## src/rtl/operand_fwd_ctrl_pkg.sv

```systemverilog
// Shared constants for the ID-stage operand forwarding controller:
// forwarding select encodings and default widths.
package operand_fwd_ctrl_pkg;

    localparam int REGW_DEFAULT = 5;
    localparam int CNTW_DEFAULT = 32;

    typedef logic [1:0] fwd_sel_t;

    localparam fwd_sel_t FWD_REG  = 2'd0;
    localparam fwd_sel_t FWD_EALU = 2'd1;
    localparam fwd_sel_t FWD_MALU = 2'd2;
    localparam fwd_sel_t FWD_MMEM = 2'd3;

endpackage

```

## src/rtl/operand_fwd_ctrl_if.sv

```systemverilog
// Decode-side bundle between the ID stage and the forwarding controller.
// The decoder is the master; the controller is the slave.
interface operand_fwd_ctrl_if #(
    parameter int REGW = 5,
    parameter int CNTW = 32
);
    logic [REGW-1:0] drs;
    logic [REGW-1:0] drt;
    logic            duse_rs;
    logic            duse_rt;
    logic [REGW-1:0] drn;
    logic            dwreg;
    logic            dm2reg;
    logic            daluimm;
    logic            dflush;

    logic [1:0]      fwda;
    logic [1:0]      fwdb;
    logic            stall;
    logic            ealuimm;
    logic            ewreg;
    logic            em2reg;
    logic [REGW-1:0] ern;
    logic            mwreg;
    logic            mm2reg;
    logic [REGW-1:0] mrn;
    logic            wwreg;
    logic [REGW-1:0] wrn;
    logic [CNTW-1:0] stall_count;

    modport master (
        output drs, drt, duse_rs, duse_rt, drn, dwreg, dm2reg, daluimm, dflush,
        input  fwda, fwdb, stall, ealuimm, ewreg, em2reg, ern,
               mwreg, mm2reg, mrn, wwreg, wrn, stall_count
    );

    modport slave (
        input  drs, drt, duse_rs, duse_rt, drn, dwreg, dm2reg, daluimm, dflush,
        output fwda, fwdb, stall, ealuimm, ewreg, em2reg, ern,
               mwreg, mm2reg, mrn, wwreg, wrn, stall_count
    );
endinterface

```

## src/rtl/operand_fwd_ctrl_fwd_sel.sv

```systemverilog
// Combinational forwarding select for a single source operand,
// choosing the youngest in-flight producer in E or M.
module operand_fwd_ctrl_fwd_sel
    import operand_fwd_ctrl_pkg::*;
#(
    parameter int REGW = REGW_DEFAULT
) (
    input  logic [REGW-1:0] x_i,
    input  logic            use_i,
    input  logic            ewreg_i,
    input  logic            em2reg_i,
    input  logic [REGW-1:0] ern_i,
    input  logic            mwreg_i,
    input  logic            mm2reg_i,
    input  logic [REGW-1:0] mrn_i,
    output fwd_sel_t        sel_o
);

    // A load in E has no data yet, so it falls through to M; the stall covers it.
    always_comb begin
        sel_o = FWD_REG;
        if (use_i && (x_i != '0)) begin
            if (ewreg_i && (ern_i == x_i) && !em2reg_i) begin
                sel_o = FWD_EALU;
            end else if (mwreg_i && (mrn_i == x_i)) begin
                sel_o = mm2reg_i ? FWD_MMEM : FWD_MALU;
            end
        end
    end

endmodule

```

## src/rtl/operand_fwd_ctrl.sv

```systemverilog
// ID-stage operand forwarding controller: tracks E/M/W destination flags,
// produces qa/qb bypass selects, load-use stall and a saturating stall counter.
module operand_fwd_ctrl
    import operand_fwd_ctrl_pkg::*;
#(
    parameter int REGW = REGW_DEFAULT,
    parameter int CNTW = CNTW_DEFAULT
) (
    input  logic                clk,
    input  logic                rst,
    operand_fwd_ctrl_if.slave   bus
);

    logic            ewreg_q, ewreg_d;
    logic            em2reg_q, em2reg_d;
    logic            ealuimm_q, ealuimm_d;
    logic [REGW-1:0] ern_q, ern_d;
    logic            mwreg_q, mwreg_d;
    logic            mm2reg_q, mm2reg_d;
    logic [REGW-1:0] mrn_q, mrn_d;
    logic            wwreg_q, wwreg_d;
    logic [REGW-1:0] wrn_q, wrn_d;
    logic [CNTW-1:0] stall_count_q, stall_count_d;

    logic            load_use;
    logic            take_e;
    fwd_sel_t        sel_a;
    fwd_sel_t        sel_b;

    operand_fwd_ctrl_fwd_sel #(.REGW(REGW)) u_fwd_a (
        .x_i      (bus.drs),
        .use_i    (bus.duse_rs),
        .ewreg_i  (ewreg_q),
        .em2reg_i (em2reg_q),
        .ern_i    (ern_q),
        .mwreg_i  (mwreg_q),
        .mm2reg_i (mm2reg_q),
        .mrn_i    (mrn_q),
        .sel_o    (sel_a)
    );

    operand_fwd_ctrl_fwd_sel #(.REGW(REGW)) u_fwd_b (
        .x_i      (bus.drt),
        .use_i    (bus.duse_rt),
        .ewreg_i  (ewreg_q),
        .em2reg_i (em2reg_q),
        .ern_i    (ern_q),
        .mwreg_i  (mwreg_q),
        .mm2reg_i (mm2reg_q),
        .mrn_i    (mrn_q),
        .sel_o    (sel_b)
    );

    // A flushed instruction never stalls; it is replaced by a bubble instead.
    assign load_use = !bus.dflush && ewreg_q && em2reg_q && (ern_q != '0) &&
                      ((bus.duse_rs && (bus.drs == ern_q)) ||
                       (bus.duse_rt && (bus.drt == ern_q)));

    assign take_e = !load_use && !bus.dflush;

    always_comb begin
        ewreg_d   = take_e ? bus.dwreg   : 1'b0;
        em2reg_d  = take_e ? bus.dm2reg  : 1'b0;
        ealuimm_d = take_e ? bus.daluimm : 1'b0;
        ern_d     = take_e ? bus.drn     : '0;
        mwreg_d   = ewreg_q;
        mm2reg_d  = em2reg_q;
        mrn_d     = ern_q;
        wwreg_d   = mwreg_q;
        wrn_d     = mrn_q;
        stall_count_d = stall_count_q;
        if (load_use && (stall_count_q != {CNTW{1'b1}})) begin
            stall_count_d = stall_count_q + CNTW'(1);
        end
    end

    always_ff @(posedge clk or posedge rst) begin
        if (rst) begin
            ewreg_q       <= 1'b0;
            em2reg_q      <= 1'b0;
            ealuimm_q     <= 1'b0;
            ern_q         <= '0;
            mwreg_q       <= 1'b0;
            mm2reg_q      <= 1'b0;
            mrn_q         <= '0;
            wwreg_q       <= 1'b0;
            wrn_q         <= '0;
            stall_count_q <= '0;
        end else begin
            ewreg_q       <= ewreg_d;
            em2reg_q      <= em2reg_d;
            ealuimm_q     <= ealuimm_d;
            ern_q         <= ern_d;
            mwreg_q       <= mwreg_d;
            mm2reg_q      <= mm2reg_d;
            mrn_q         <= mrn_d;
            wwreg_q       <= wwreg_d;
            wrn_q         <= wrn_d;
            stall_count_q <= stall_count_d;
        end
    end

    assign bus.fwda        = sel_a;
    assign bus.fwdb        = sel_b;
    assign bus.stall       = load_use;
    assign bus.ealuimm     = ealuimm_q;
    assign bus.ewreg       = ewreg_q;
    assign bus.em2reg      = em2reg_q;
    assign bus.ern         = ern_q;
    assign bus.mwreg       = mwreg_q;
    assign bus.mm2reg      = mm2reg_q;
    assign bus.mrn         = mrn_q;
    assign bus.wwreg       = wwreg_q;
    assign bus.wrn         = wrn_q;
    assign bus.stall_count = stall_count_q;

endmodule
```

## src/flat_wrapper.sv

```systemverilog
// flat-port wrapper written by rule: the top's interface ports become plain ports
module operand_fwd_ctrl_flat import operand_fwd_ctrl_pkg::*;
#(
    parameter int REGW = REGW_DEFAULT,
    parameter int CNTW = CNTW_DEFAULT
)
  (clk, rst, bus_drs, bus_drt, bus_duse_rs, bus_duse_rt, bus_drn, bus_dwreg, bus_dm2reg, bus_daluimm, bus_dflush, bus_fwda, bus_fwdb, bus_stall, bus_ealuimm, bus_ewreg, bus_em2reg, bus_ern, bus_mwreg, bus_mm2reg, bus_mrn, bus_wwreg, bus_wrn, bus_stall_count);
  operand_fwd_ctrl_if #(.REGW(REGW), .CNTW(CNTW)) bus_i ();
  input  logic clk;
  input  logic rst;
  input wire logic [$bits(bus_i.drs)-1:0] bus_drs;
  input wire logic [$bits(bus_i.drt)-1:0] bus_drt;
  input wire logic [$bits(bus_i.duse_rs)-1:0] bus_duse_rs;
  input wire logic [$bits(bus_i.duse_rt)-1:0] bus_duse_rt;
  input wire logic [$bits(bus_i.drn)-1:0] bus_drn;
  input wire logic [$bits(bus_i.dwreg)-1:0] bus_dwreg;
  input wire logic [$bits(bus_i.dm2reg)-1:0] bus_dm2reg;
  input wire logic [$bits(bus_i.daluimm)-1:0] bus_daluimm;
  input wire logic [$bits(bus_i.dflush)-1:0] bus_dflush;
  output wire logic [$bits(bus_i.fwda)-1:0] bus_fwda;
  output wire logic [$bits(bus_i.fwdb)-1:0] bus_fwdb;
  output wire logic [$bits(bus_i.stall)-1:0] bus_stall;
  output wire logic [$bits(bus_i.ealuimm)-1:0] bus_ealuimm;
  output wire logic [$bits(bus_i.ewreg)-1:0] bus_ewreg;
  output wire logic [$bits(bus_i.em2reg)-1:0] bus_em2reg;
  output wire logic [$bits(bus_i.ern)-1:0] bus_ern;
  output wire logic [$bits(bus_i.mwreg)-1:0] bus_mwreg;
  output wire logic [$bits(bus_i.mm2reg)-1:0] bus_mm2reg;
  output wire logic [$bits(bus_i.mrn)-1:0] bus_mrn;
  output wire logic [$bits(bus_i.wwreg)-1:0] bus_wwreg;
  output wire logic [$bits(bus_i.wrn)-1:0] bus_wrn;
  output wire logic [$bits(bus_i.stall_count)-1:0] bus_stall_count;
  assign bus_i.drs = bus_drs;
  assign bus_i.drt = bus_drt;
  assign bus_i.duse_rs = bus_duse_rs;
  assign bus_i.duse_rt = bus_duse_rt;
  assign bus_i.drn = bus_drn;
  assign bus_i.dwreg = bus_dwreg;
  assign bus_i.dm2reg = bus_dm2reg;
  assign bus_i.daluimm = bus_daluimm;
  assign bus_i.dflush = bus_dflush;
  assign bus_fwda = bus_i.fwda;
  assign bus_fwdb = bus_i.fwdb;
  assign bus_stall = bus_i.stall;
  assign bus_ealuimm = bus_i.ealuimm;
  assign bus_ewreg = bus_i.ewreg;
  assign bus_em2reg = bus_i.em2reg;
  assign bus_ern = bus_i.ern;
  assign bus_mwreg = bus_i.mwreg;
  assign bus_mm2reg = bus_i.mm2reg;
  assign bus_mrn = bus_i.mrn;
  assign bus_wwreg = bus_i.wwreg;
  assign bus_wrn = bus_i.wrn;
  assign bus_stall_count = bus_i.stall_count;
  operand_fwd_ctrl #(.REGW(REGW), .CNTW(CNTW)) u_core (.clk(clk), .rst(rst), .bus(bus_i));
endmodule
```

## config.mk

```make
export PLATFORM = sky130hd
export DESIGN_NAME = operand_fwd_ctrl_flat
export DESIGN_NICKNAME = d
export VERILOG_FILES = /design/src/rtl/operand_fwd_ctrl_pkg.sv /design/src/rtl/operand_fwd_ctrl_if.sv /design/src/rtl/operand_fwd_ctrl_fwd_sel.sv /design/src/rtl/operand_fwd_ctrl.sv /design/src/flat_wrapper.sv
export SDC_FILE = /design/constraint.sdc
export NUM_CORES = 1
export LEC_CHECK = 0
export ABC_AREA = 1
export CORE_ASPECT_RATIO = 1.1
export CORE_UTILIZATION = 52
export CTS_CLUSTER_SIZE = 24
export DETAILED_ROUTE_END_ITERATION = 16
export DONT_BUFFER_PORTS = 1
export PLACE_DENSITY = 0.67
export SETUP_SLACK_MARGIN = 0.02
export SLEW_MARGIN = 0
export SYNTH_ARGS = -nofsm -noshare
export SYNTH_HDL_FRONTEND = slang
export SYNTH_SLANG_ARGS = --single-unit
```

## constraint.sdc

```tcl
create_clock -name clk -period 5.3 [get_ports clk]
set_input_delay 0.795 -clock clk [delete_from_list [all_inputs] [get_ports clk]]
set_output_delay 0.795 -clock clk [all_outputs]
set_load 0.02 [all_outputs]
```

==> metrics.md, run 1 <==
| Metric | Value |
|---|---|
| Crit path largest cell delay | 0.56 ns |
| IO Pins | 81 |
| Row count | 30 |
| Total congestion overflow | 0 |
| ANT cells | 0 |
| Clock slew at reported path FFs | ~0.10 ns |
| Yosys cell types | 22 |
| Final Util | between 50% and 60% |
| Leak Pwr | between 1.5 and 2 nW |
| Worst skew pair latency | ~0.3 ns |
| Total Neg Setup Slack | 0 ns |
| Vias after detailed routing | around 3,000 |
| F_max | around 320 MHz |
| Drt initial violations | ~150 |
| CP Launch Type | register |
| Area leader, netlist | dfrtp_1 |
| Synthesized instance count | 491 |
| Internal reg-to-reg setup slack | 2.39 ns |
| Number of port buffers | 0 |
| Clk buf depth | 2 |
| Setup violators final | 0 |
| Drt wl/cell | around 14 µm |
| Max Cap Viol | 0 |
| CTS Hold Bufs | 0 |
| Fin. max-slew vios | 0 |
| Tot GR Track Use | between 20% and 30% |
| Ys flop type | dfrtp_1 |
| PwrDens | 222.1 nW/µm² |
| RSZ-0062 raised after global routing | false |
| Crit path arrival time | between 2 and 2.5 ns |
| CP cell instances | inv_1 > nand2_1 > nand2_1 > a21oi_1 > nand4_1 > nand2_2 > nand2_1 > inv_1 |
| Die Ht | 85.37 µm |
| Starting density of the core | 53.70% |
| Largest net degree at the start of global routing | 54 |
| Non-Filler Instances | 567 |
| Post-synth top area share | 40.37% |
| Hold WS | 0.5510 ns |
| Slew HR | between 20% and 30% |
| Number of enable flip-flop cells after synthesis | 0 |
| Fin Clk Skew | ~0.008 ns |
| Final worst-path cycle share | between 50% and 60% |
| CP endpoint kind | output port |
| Post-Route WL | about 8100 µm |
| Largest fanout on the critical path | 37 |
| FF+latch count, synth | between 50 and 60 |
| Required @ worst endpoint | 4.51 ns |
| 1st-pass router iterations | 5 |
| Cts repair resizes | 0 |
| Remaining antenna violation count | 0 |
| Most common cell in the netlist | nand2_1 |
| Status | finished clean |
| Hpwl dp | 5922 µm |
| Core Area | around 6100 µm² |
| Maximum vdd drop | approximately 0.12 mV |
| Layout cell share with drive strength beyond 1 | between 3 and 4% |
| Final hold viol count | 0 |
| Synthesized area | ~3300 µm² |
| Vias in the first global route | about 2,800 |
| Syn Nets | between 500 and 600 |
| Worst Max-Slew Pin Slew | around 1.1 ns |
| Die ar. | around 6600 µm² |
| Clock sinks | 53 |
| GP Congestion | 0.8800 |
| Setup bufs post-CTS | 0 |
| Drc violations | 0 |
| Crit-path most repeated cell | nand2_1 |
| Layout Nets | 510 |
| Antenna violations before repair | 0 |
| CTS tree | built |
| Post-Place Cells | ~560 |
| Commonest cells post-synth | 196 x nand2_1, 66 x nor2_1, 57 x inv_1, 53 x dfrtp_1, 40 x nand4_1 |
| Min Tclk post-route | 3.127 ns |
| Chip Width | 77.79 µm |
| First-pass GRT wire length | ~14,000 µm |
| Clock Tree Root | clkbuf_8 |
| H-tree depth | 2 |
| Setup CP Type | register to output port |
| Hold Path Class | register to register |
| Seq/Total Area, Yosys | roughly two fifths |
| Area Overhead vs Synth | 4.341% |
| Synth top area cells | dfrtp_1 40%, nand2_1 22%, nand4_1 7.6% |
| Slowest cell on crit path | dfrtp_1 |
| Vias per std cell | about 5.3 |
| Yosys warnings | 0 |
| Avg Cell Area, Syn | between 6 and 7 µm² |
| Total CTS buffers | 5 |
| Async SR Flop Fraction | 100.0% |
[cell families (layout without fill, tap and decap cells)]
family | count (synthesis) | count (layout) | share of synthesized area [%]
buffers and inverters | 71 | 67 | 8.987
xor gates and xnor gates | 18 | 18 | 4.798
adders and majority gates | 1 | 1 | 0.3807
DFF | 53 | 53 | 40.37
and+or+nand+nor | 334 | 334 | 43.22
AOI/OAI and AO/OA | 14 | 14 | 2.247
[metal layers]
| layer | routed length, µm | vias up | part of all wire, % | track usage [%] |
|---|---|---|---|---|
| met4 | 48 | 0 | 0.59 | 7.890 |
| li1 | - | 1534 | - | - |
| met3 | 639 | 4 | 7.9 | 6.667 |
| met2 | 3780 | 92 | 47 | 41.43 |
| met5 | 0 | - | 0 | 0 |
| met1 | 3635 | 1382 | 45 | 34.75 |
[sequential cells by signal (all words and copies together) (netlist names)]
register                count
u_core.bus.em2reg           1
u_core.bus.wrn              5
u_core.bus.mwreg            1
u_core.bus.ewreg            1
u_core.bus.ealuimm          1
u_core.bus.mm2reg           1
u_core.bus.stall_count     32
u_core.bus.mrn              5
u_core.bus.ern              5
u_core.bus.wwreg            1
[cells in the final DEF (no fill, tap or decap)]
master	n
bufinv_16	1
dfrtp_1	53
nand4_1	40
nand3_2	2
o22ai_1	1
nand3_1	25
o21ai_0	8
nand2_2	2
ha_1	1
clkbuf_1	1
xor2_1	6
inv_1	56
nor4_1	1
nor2_4	2
nor2_1	66
inv_2	3
a21oi_1	4
o211ai_1	1
clkbuf_8	6
nand2_1	196
xnor2_1	12
[final timing paths]
kind | to | from | cells after the start
max | bus_stall | u_core.bus.ern[0] | 8
min | u_core.bus.wwreg | u_core.bus.mwreg | 0
max reg2reg | u_core.bus.stall_count[18] | u_core.bus.stall_count[0] | 9
min reg2reg | u_core.bus.wwreg | u_core.bus.mwreg | 0
max in group asynchronous | u_core.bus.em2reg | rst | 1
min in group asynchronous | u_core.bus.stall_count[8] | rst | 1
[where the power goes]
| part | switching [mW] | internal, mW |
|---|---|---|
| registers | 0.0215 | 0.413 |
| logic | 0.0294 | 0.0120 |
| clock network | 0.132 | 0.154 |
[area by class of cell]
type / count / area (µm²)
multi-input combinational: 367 / 1664
fill: 607 / 2690
tap: 80 / 100.1
sequential: 53 / 1326
inverter: 59 / 221.5
clock buffer: 7 / 86.33
clock inverter: 1 / 30.03
[critical path, delay by kind of cell (launching register included)]
| family | cells | cell delay, ns |
|---|---|---|
| AOI/OAI and AO/OA | 1 | 0.18 |
| buffers and inverters | 2 | 0.34 |
| DFF | 1 | 0.56 |
| and+or+nand+nor | 5 | 0.96 |
[stage by stage]
step	total power [mW]	setup WS, ns	area, µm²
after global routing	0.7958	1.975	3428
after detailed placement	0.4842	2.345	3312
after CTS	0.7708	2.156	3428
after global placement	0.4837	2.355	3312
after floorplan	0.4730	2.824	3286
final	0.7614	2.173	3428
Note: power is estimated with default switching activity, not from simulation.
==> inputs of run 2 (changes only) <==
==> constraint.sdc (replaced) <==
create_clock -name clk -period 2.9 [get_ports clk]
set_input_delay 0.435 -clock clk [delete_from_list [all_inputs] [get_ports clk]]
set_output_delay 0.435 -clock clk [all_outputs]
set_load 0.02 [all_outputs]
==> run 2 against run 1 <==
Core utilization rose by 0.47 points; cell area rose by 0.84%; first-iteration DRC count rose by 16%; global-route usage rose by 0.29 points; non-clock buffer count rose by 4; die area did not move; critical endpoint unchanged.
==> metrics.md, run 2 (same netlist as run 1, synthesis figures left out) <==
| Metric | Value |
|---|---|
| CP endpoint kind | output port |
| Max Cap Viol | 0 |
| GP Congestion | between 0.8 and 0.9 |
| Setup CP Type | register to output port |
| Reg2reg end | u_core.bus.stall_count[3] |
| Place WS | approximately 0.58 ns |
| Hold Path Class | primary input to asynchronous set/reset pin |
| RSZ-0062 raised after global routing | false |
| Fin. max-slew vios | 0 |
| Commonest non-fill, non-tap cell in the layout | nand2_1 |
| Worst Max-Slew Pin Slew | about 0.65 ns |
| Row count | 30 |
| Power Total | approximately 1.4 mW |
| Core Area | 6118 µm² |
| Cts repair resizes | 0 |
| Post-Route M1 WL | 3529 µm |
| Status | finished clean |
| Remaining antenna violation count | 0 |
| Drt initial violations | ~170 |
| Worst skew pair latency | 0.32 ns |
| Largest fanout on the critical path | 14 |
| Die Ht | 85.37 µm |
| CP Launch Type | register |
| Crit path arrival time | 2.01 ns |
| Area Overhead vs Synth | 5.217% |
| DP Area | approximately 3300 µm² |
| Most frequent cells in the layout | 196 x nand2_1, 66 x nor2_1, 56 x inv_1, 53 x dfrtp_1, 40 x nand4_1 |
| Largest net degree at the start of global routing | 31 |
| F_max | around 400 MHz |
| CTS tree | built |
| Reg2Reg Launch Point | u_core.bus.stall_count[0] |
| Post-Place Cells | 563 |
| Setup bufs post-CTS | 0 |
| Total Neg Setup Slack | 0 ns |
| Total congestion overflow | 0 |
| First-pass GRT wire length | 13,660 µm |
| Die ar. | ~6600 µm² |
| Highest Signal Layer | met4 |
| Drc violations | 0 |
| Min Tclk post-route | about 2.4 ns |
| Vias in the first global route | slightly below 3,000 |
| H-tree depth | 2 |
| Leak Pwr | about 1.7 nW |
| Slew HR | between 50% and 60% |
| Layout cell share with drive strength beyond 1 | 4.277% |
| Internal reg-to-reg setup slack | between 0.5 and 0.6 ns |
| Vias after detailed routing | about 3,100 |
| Required @ worst endpoint | 2.47 ns |
| Metal3 WL | around 640 µm |
| Max reg flops | 32 |
| Drt wl/cell | approximately 14 µm |
| Final worst-path cycle share | between 80% and 90% |
| Chip Width | 77.79 µm |
| ANT cells | 0 |
| Cell count of the worst reg-to-reg path | 9 |
| CTS Hold Bufs | 0 |
| Vias per std cell | between 5 and 6 |
| Layout Nets | approximately 510 |
| Clock sinks | 53 |
| 1st-pass router iterations | 5 |
| Final hold viol count | 0 |
| Post-Route WL | around 8000 µm |
| Setup violators final | 0 |
| Tot GR Track Use | between 20% and 30% |
| Antenna violations before repair | 0 |
| Clock Tree Root | clkbuf_8 |
| Number of port buffers | 0 |
| PwrDens | 402.4 nW/µm² |
| IO Pins | 81 |
| Starting density of the core | a little over half |
| Non-Filler Instances | approximately 570 |
| Total CTS buffers | 5 |
| Clk buf depth | 2 |
| Hpwl dp | 6221 µm |
| Metal2 WL | approximately 4000 µm |
| Clock slew at reported path FFs | 0.10 ns |
| Maximum vdd drop | around 0.21 mV |
| Post-route setup slack | between 0.4 and 0.5 ns |
| Fin Clk Skew | 0.01395 ns |
| Final design area excluding fillers | roughly 3500 µm² |
[run 2: changes by cell type in the layout (fill, tap and decap cells not counted)]
cell / previous run / this run
clkinv_4: 0 / 1
clkbuf_8: 6 / 5
buf_4: 0 / 4
clkinvlp_4: 0 / 1
clkbuf_1: 1 / 0
[run 2: final cells by class]
class,instances,area (µm²)
flip-flops and latches,53,1326
repair buffers,4,30.03
well taps,80,100.1
fillers,604,2661
multi-input cells,367,1664
inverters,59,221.5
clock inverters,3,46.29
clock buffers,5,68.82
[run 2: critical path, cell delays in order, from the launching register on]
cell     delay (ns)
dfrtp_1        0.58
inv_1          0.11
nand2_1        0.08
nand2_1        0.04
nor2_1         0.17
nand4_1        0.13
nand2_2        0.27
nand2_1        0.13
inv_1          0.18
[run 2: worst max path at each step]
| stage | to | from | slack, ns | cells past startpoint |
|---|---|---|---|---|
| final | bus_stall | u_core.bus.ern[3] | 0.46 | 8 |
| after global routing | u_core.bus.stall_count[7] | u_core.bus.ern[2] | 0.27 | 9 |
| after CTS | bus_stall | u_core.bus.ern[2] | 0.45 | 8 |
| after detailed placement | u_core.bus.stall_count[11] | u_core.bus.stall_count[0] | 0.58 | 9 |
| after global placement | u_core.bus.stall_count[31] | u_core.bus.stall_count[0] | 0.62 | 9 |
| after floorplan | u_core.bus.stall_count[19] | u_core.bus.stall_count[0] | 0.98 | 10 |
[run 2: metal layers]
metal,up-vias,global-route usage (%)
li1,1545,-
met1,1443,33.63
met2,113,44.33
met3,9,6.344
met4,0,7.204
met5,-,0
[run 2: power breakdown]
| part | internal (mW) | leakage (nW) | switching [mW] |
|---|---|---|---|
| sequential | 0.754 | 0.718 | 0.0387 |
| clock | 0.259 | 0.0543 | 0.260 |
| combinational | 0.0235 | 0.885 | 0.0557 |
[run 2: metrics by stage]
step                      util, %  hold slack (ns)
after global routing        56.50          0.06537
after detailed placement    54.62           0.3908
final                       56.50          0.02149
after floorplan                 -           0.5121
after global placement      54.62           0.3720
after CTS                   56.50          0.04569
==> inputs of run 3 (changes only) <==
--- a/config.mk
+++ b/config.mk
@@ -11,7 +11,7 @@
 export CTS_CLUSTER_SIZE = 24
 export DETAILED_ROUTE_END_ITERATION = 16
 export DONT_BUFFER_PORTS = 1
-export PLACE_DENSITY = 0.67
+export PLACE_DENSITY = 0.7
 export SETUP_SLACK_MARGIN = 0.02
 export SLEW_MARGIN = 0
 export SYNTH_ARGS = -nofsm -noshare
==> constraint.sdc (replaced) <==
create_clock -name clk -period 2 [get_ports clk]
set_input_delay 0.3 -clock clk [delete_from_list [all_inputs] [get_ports clk]]
set_output_delay 0.3 -clock clk [all_outputs]
set_load 0.02 [all_outputs]
==> run 3 against run 2 <==
Flip-flop and latch count unchanged; final cell count up 8.2%; die area unchanged; total power up 58%; first-iteration DRC count up 140%; highest routed layer unchanged; non-clock buffer count up 47.
==> metrics.md, run 3 (same netlist as run 1, synthesis figures left out) <==
| Metric | Value |
|---|---|
| Vias in the first global route | approximately 3,200 |
| Non-Filler Instances | 618 |
| Largest net degree at the start of global routing | 36 |
| Slowest cell on crit path | dfrtp_2 |
| Die ar. | about 6600 µm² |
| Max reg flops | 32 |
| Post-route setup slack | between 0.04 and 0.05 ns |
| ANT cells | 0 |
| Filler Cell Count | 553 |
| Post-Place Cells | 606 |
| Total congestion overflow | 0 |
| Total CTS buffers | 5 |
| RSZ-0062 raised after global routing | true |
| CP cell instances | xnor2_2 > o211ai_1 > nor2_1 > nand4_1 > o21ai_1 > buf_4 |
| Place WS | roughly 0.23 ns |
| Commonest non-fill, non-tap cell in the layout | nand2_1 |
| Drt wl/cell | 14.58 µm |
| Remaining antenna violation count | 0 |
| Drc violations | 0 |
| Antenna violations before repair | 0 |
| 1st-pass router iterations | 6 |
| Slew HR | a little under three fifths |
| CP endpoint kind | output port |
| Drt initial violations | 405 |
| Area Overhead vs Synth | 19.27% |
| Layout cell share with drive strength beyond 1 | approximately 16% |
| Chip Width | around 78 µm |
| Required @ worst endpoint | between 1.5 and 2 ns |
| GP Congestion | 0.8905 |
| F_max | 511.9 MHz |
| Fin. max-slew vios | 0 |
| Setup violators final | 0 |
| Die Ht | between 80 and 90 µm |
| Most frequent cells in the layout | 195 x nand2_1, 60 x nor2_1, 54 x inv_1, 48 x buf_4, 48 x dfrtp_1 |
| Worst Max-Slew Pin Slew | around 0.65 ns |
| Leak Pwr | ~1.9 nW |
| Clk buf depth | 2 |
| Core Area | 6118 µm² |
| CTS tree | built |
| Vias per std cell | about 5.2 |
| Hpwl dp | about 6700 µm |
| Tot GR Track Use | between 20% and 30% |
| Status | finished clean |
| Final hold viol count | 0 |
| Clock slew at reported path FFs | ~0.11 ns |
| Seq. cell area | 1333 µm² |
| Post-Route WL | 9010 µm |
| CP top delay family | flip-flops |
| Largest fanout on the critical path | 4 |
| Clock sinks | 53 |
| Row count | 30 |
| CP Launch Type | register |
| Crit path largest cell delay | around 0.51 ns |
| Hold Path Class | primary input to register |
| Max Cap Viol | 0 |
| Maximum vdd drop | 0.3695 mV |
| Area of the multi-input gates | ~1700 µm² |
| H-tree depth | 2 |
| First-pass GRT wire length | between 15,000 and 20,000 µm |
| Fin Clk Skew | 0.009733 ns |
| Crit path arrival time | 1.65 ns |
| Setup CP Type | register to output port |
| Final worst-path cycle share | 97.67% |
| IO Pins | roughly 80 |
| Worst skew pair latency | between 0.3 and 0.4 ns |
| Min Tclk post-route | just under 2 ns |
| Number of port buffers | 0 |
| Bufs and invs on worst path | 1 |
| Clock Tree Root | clkbuf_8 |
| PwrDens | around 560 nW/µm² |
| Vias after detailed routing | approximately 3,200 |
| Layout Nets | between 500 and 600 |
| Starting density of the core | 53.70% |
==> run 3: cell count changes in the layout (fill, tap and decap cells not counted), moves of 5 or more <==
cell     delta
nor2_2      +5
dfrtp_1     -5
dfrtp_2     +5
nor2_1      -6
buf_4      +44
==> run 3: per-layer routing <==
| metal | up-vias | GRT usage [%] | routed length, µm |
|---|---|---|---|
| met1 | 1491 | 38.82 | 3876 |
| met3 | 13 | 6.774 | 646 |
| met2 | 107 | 47.63 | 4369 |
| li1 | 1631 | - | - |
| met5 | - | 0 | 0 |
| met4 | 0 | 7.719 | 117 |
==> run 3: worst paths after layout <==
| kind | startpoint | end | slack (ns) | cells after the start |
|---|---|---|---|---|
| worst max-delay path | u_core.bus.mrn[2] | bus_fwdb[0] | 0.05 | 6 |
| worst min-delay path | bus_dm2reg | u_core.bus.em2reg | 0.07 | 2 |
| worst max register to register | u_core.bus.stall_count[4] | u_core.bus.stall_count[14] | 0.23 | 9 |
| worst min register to register | u_core.bus.mrn[1] | u_core.bus.wrn[1] | 0.44 | 0 |
| max in group asynchronous | rst | u_core.bus.stall_count[15] | 0.81 | 3 |
| min in group asynchronous | rst | u_core.bus.wrn[1] | 0.52 | 2 |
==> run 3: cell type report <==
cell class	count	area share [%]
clock buffers	5	1.756
flip-flops and latches	53	34.00
repair buffers	51	10.25
inverters	59	5.651
clock inverters	3	1.756
well taps	80	2.554
multi-input cells	367	44.03
==> run 3: where the power goes <==
part	leakage, nW	switching, mW	internal [mW]
clock network	0.0687	0.384	0.504
logic	1.15	0.115	0.0583
registers	0.711	0.0400	1.09
==> run 3: timing repair <==
| item | CTS | global route |
|---|---|---|
| endpoints found under the setup margin | 5 | 5 |
| cloned | 0 | 0 |
| pin swaps | 3 | 7 |
| gates resized for setup | 7 | 16 |
| hold buffers | 1 | 0 |
| endpoints found under the hold margin | 29 | 0 |
| setup buffers | 3 | 0 |
==> run 3: per-stage QoR <==
| stage | cell area, µm² | setup TNS [ns] | power, mW | hold slack [ns] | utilization (%) |
|---|---|---|---|---|---|
| after floorplan | 3286 | 0 | 1.253 | 0.4062 | - |
| after CTS | 3865 | 0 | 2.199 | 0.06752 | 63.17 |
| after global placement | 3677 | 0 | 1.304 | 0.3098 | 60.10 |
| final | 3919 | 0 | 2.197 | 0.07488 | 64.05 |
| after detailed placement | 3677 | 0 | 1.307 | 0.3200 | 60.10 |
| after global routing | 3919 | -0.03789 | 2.279 | 0.06271 | 64.05 |
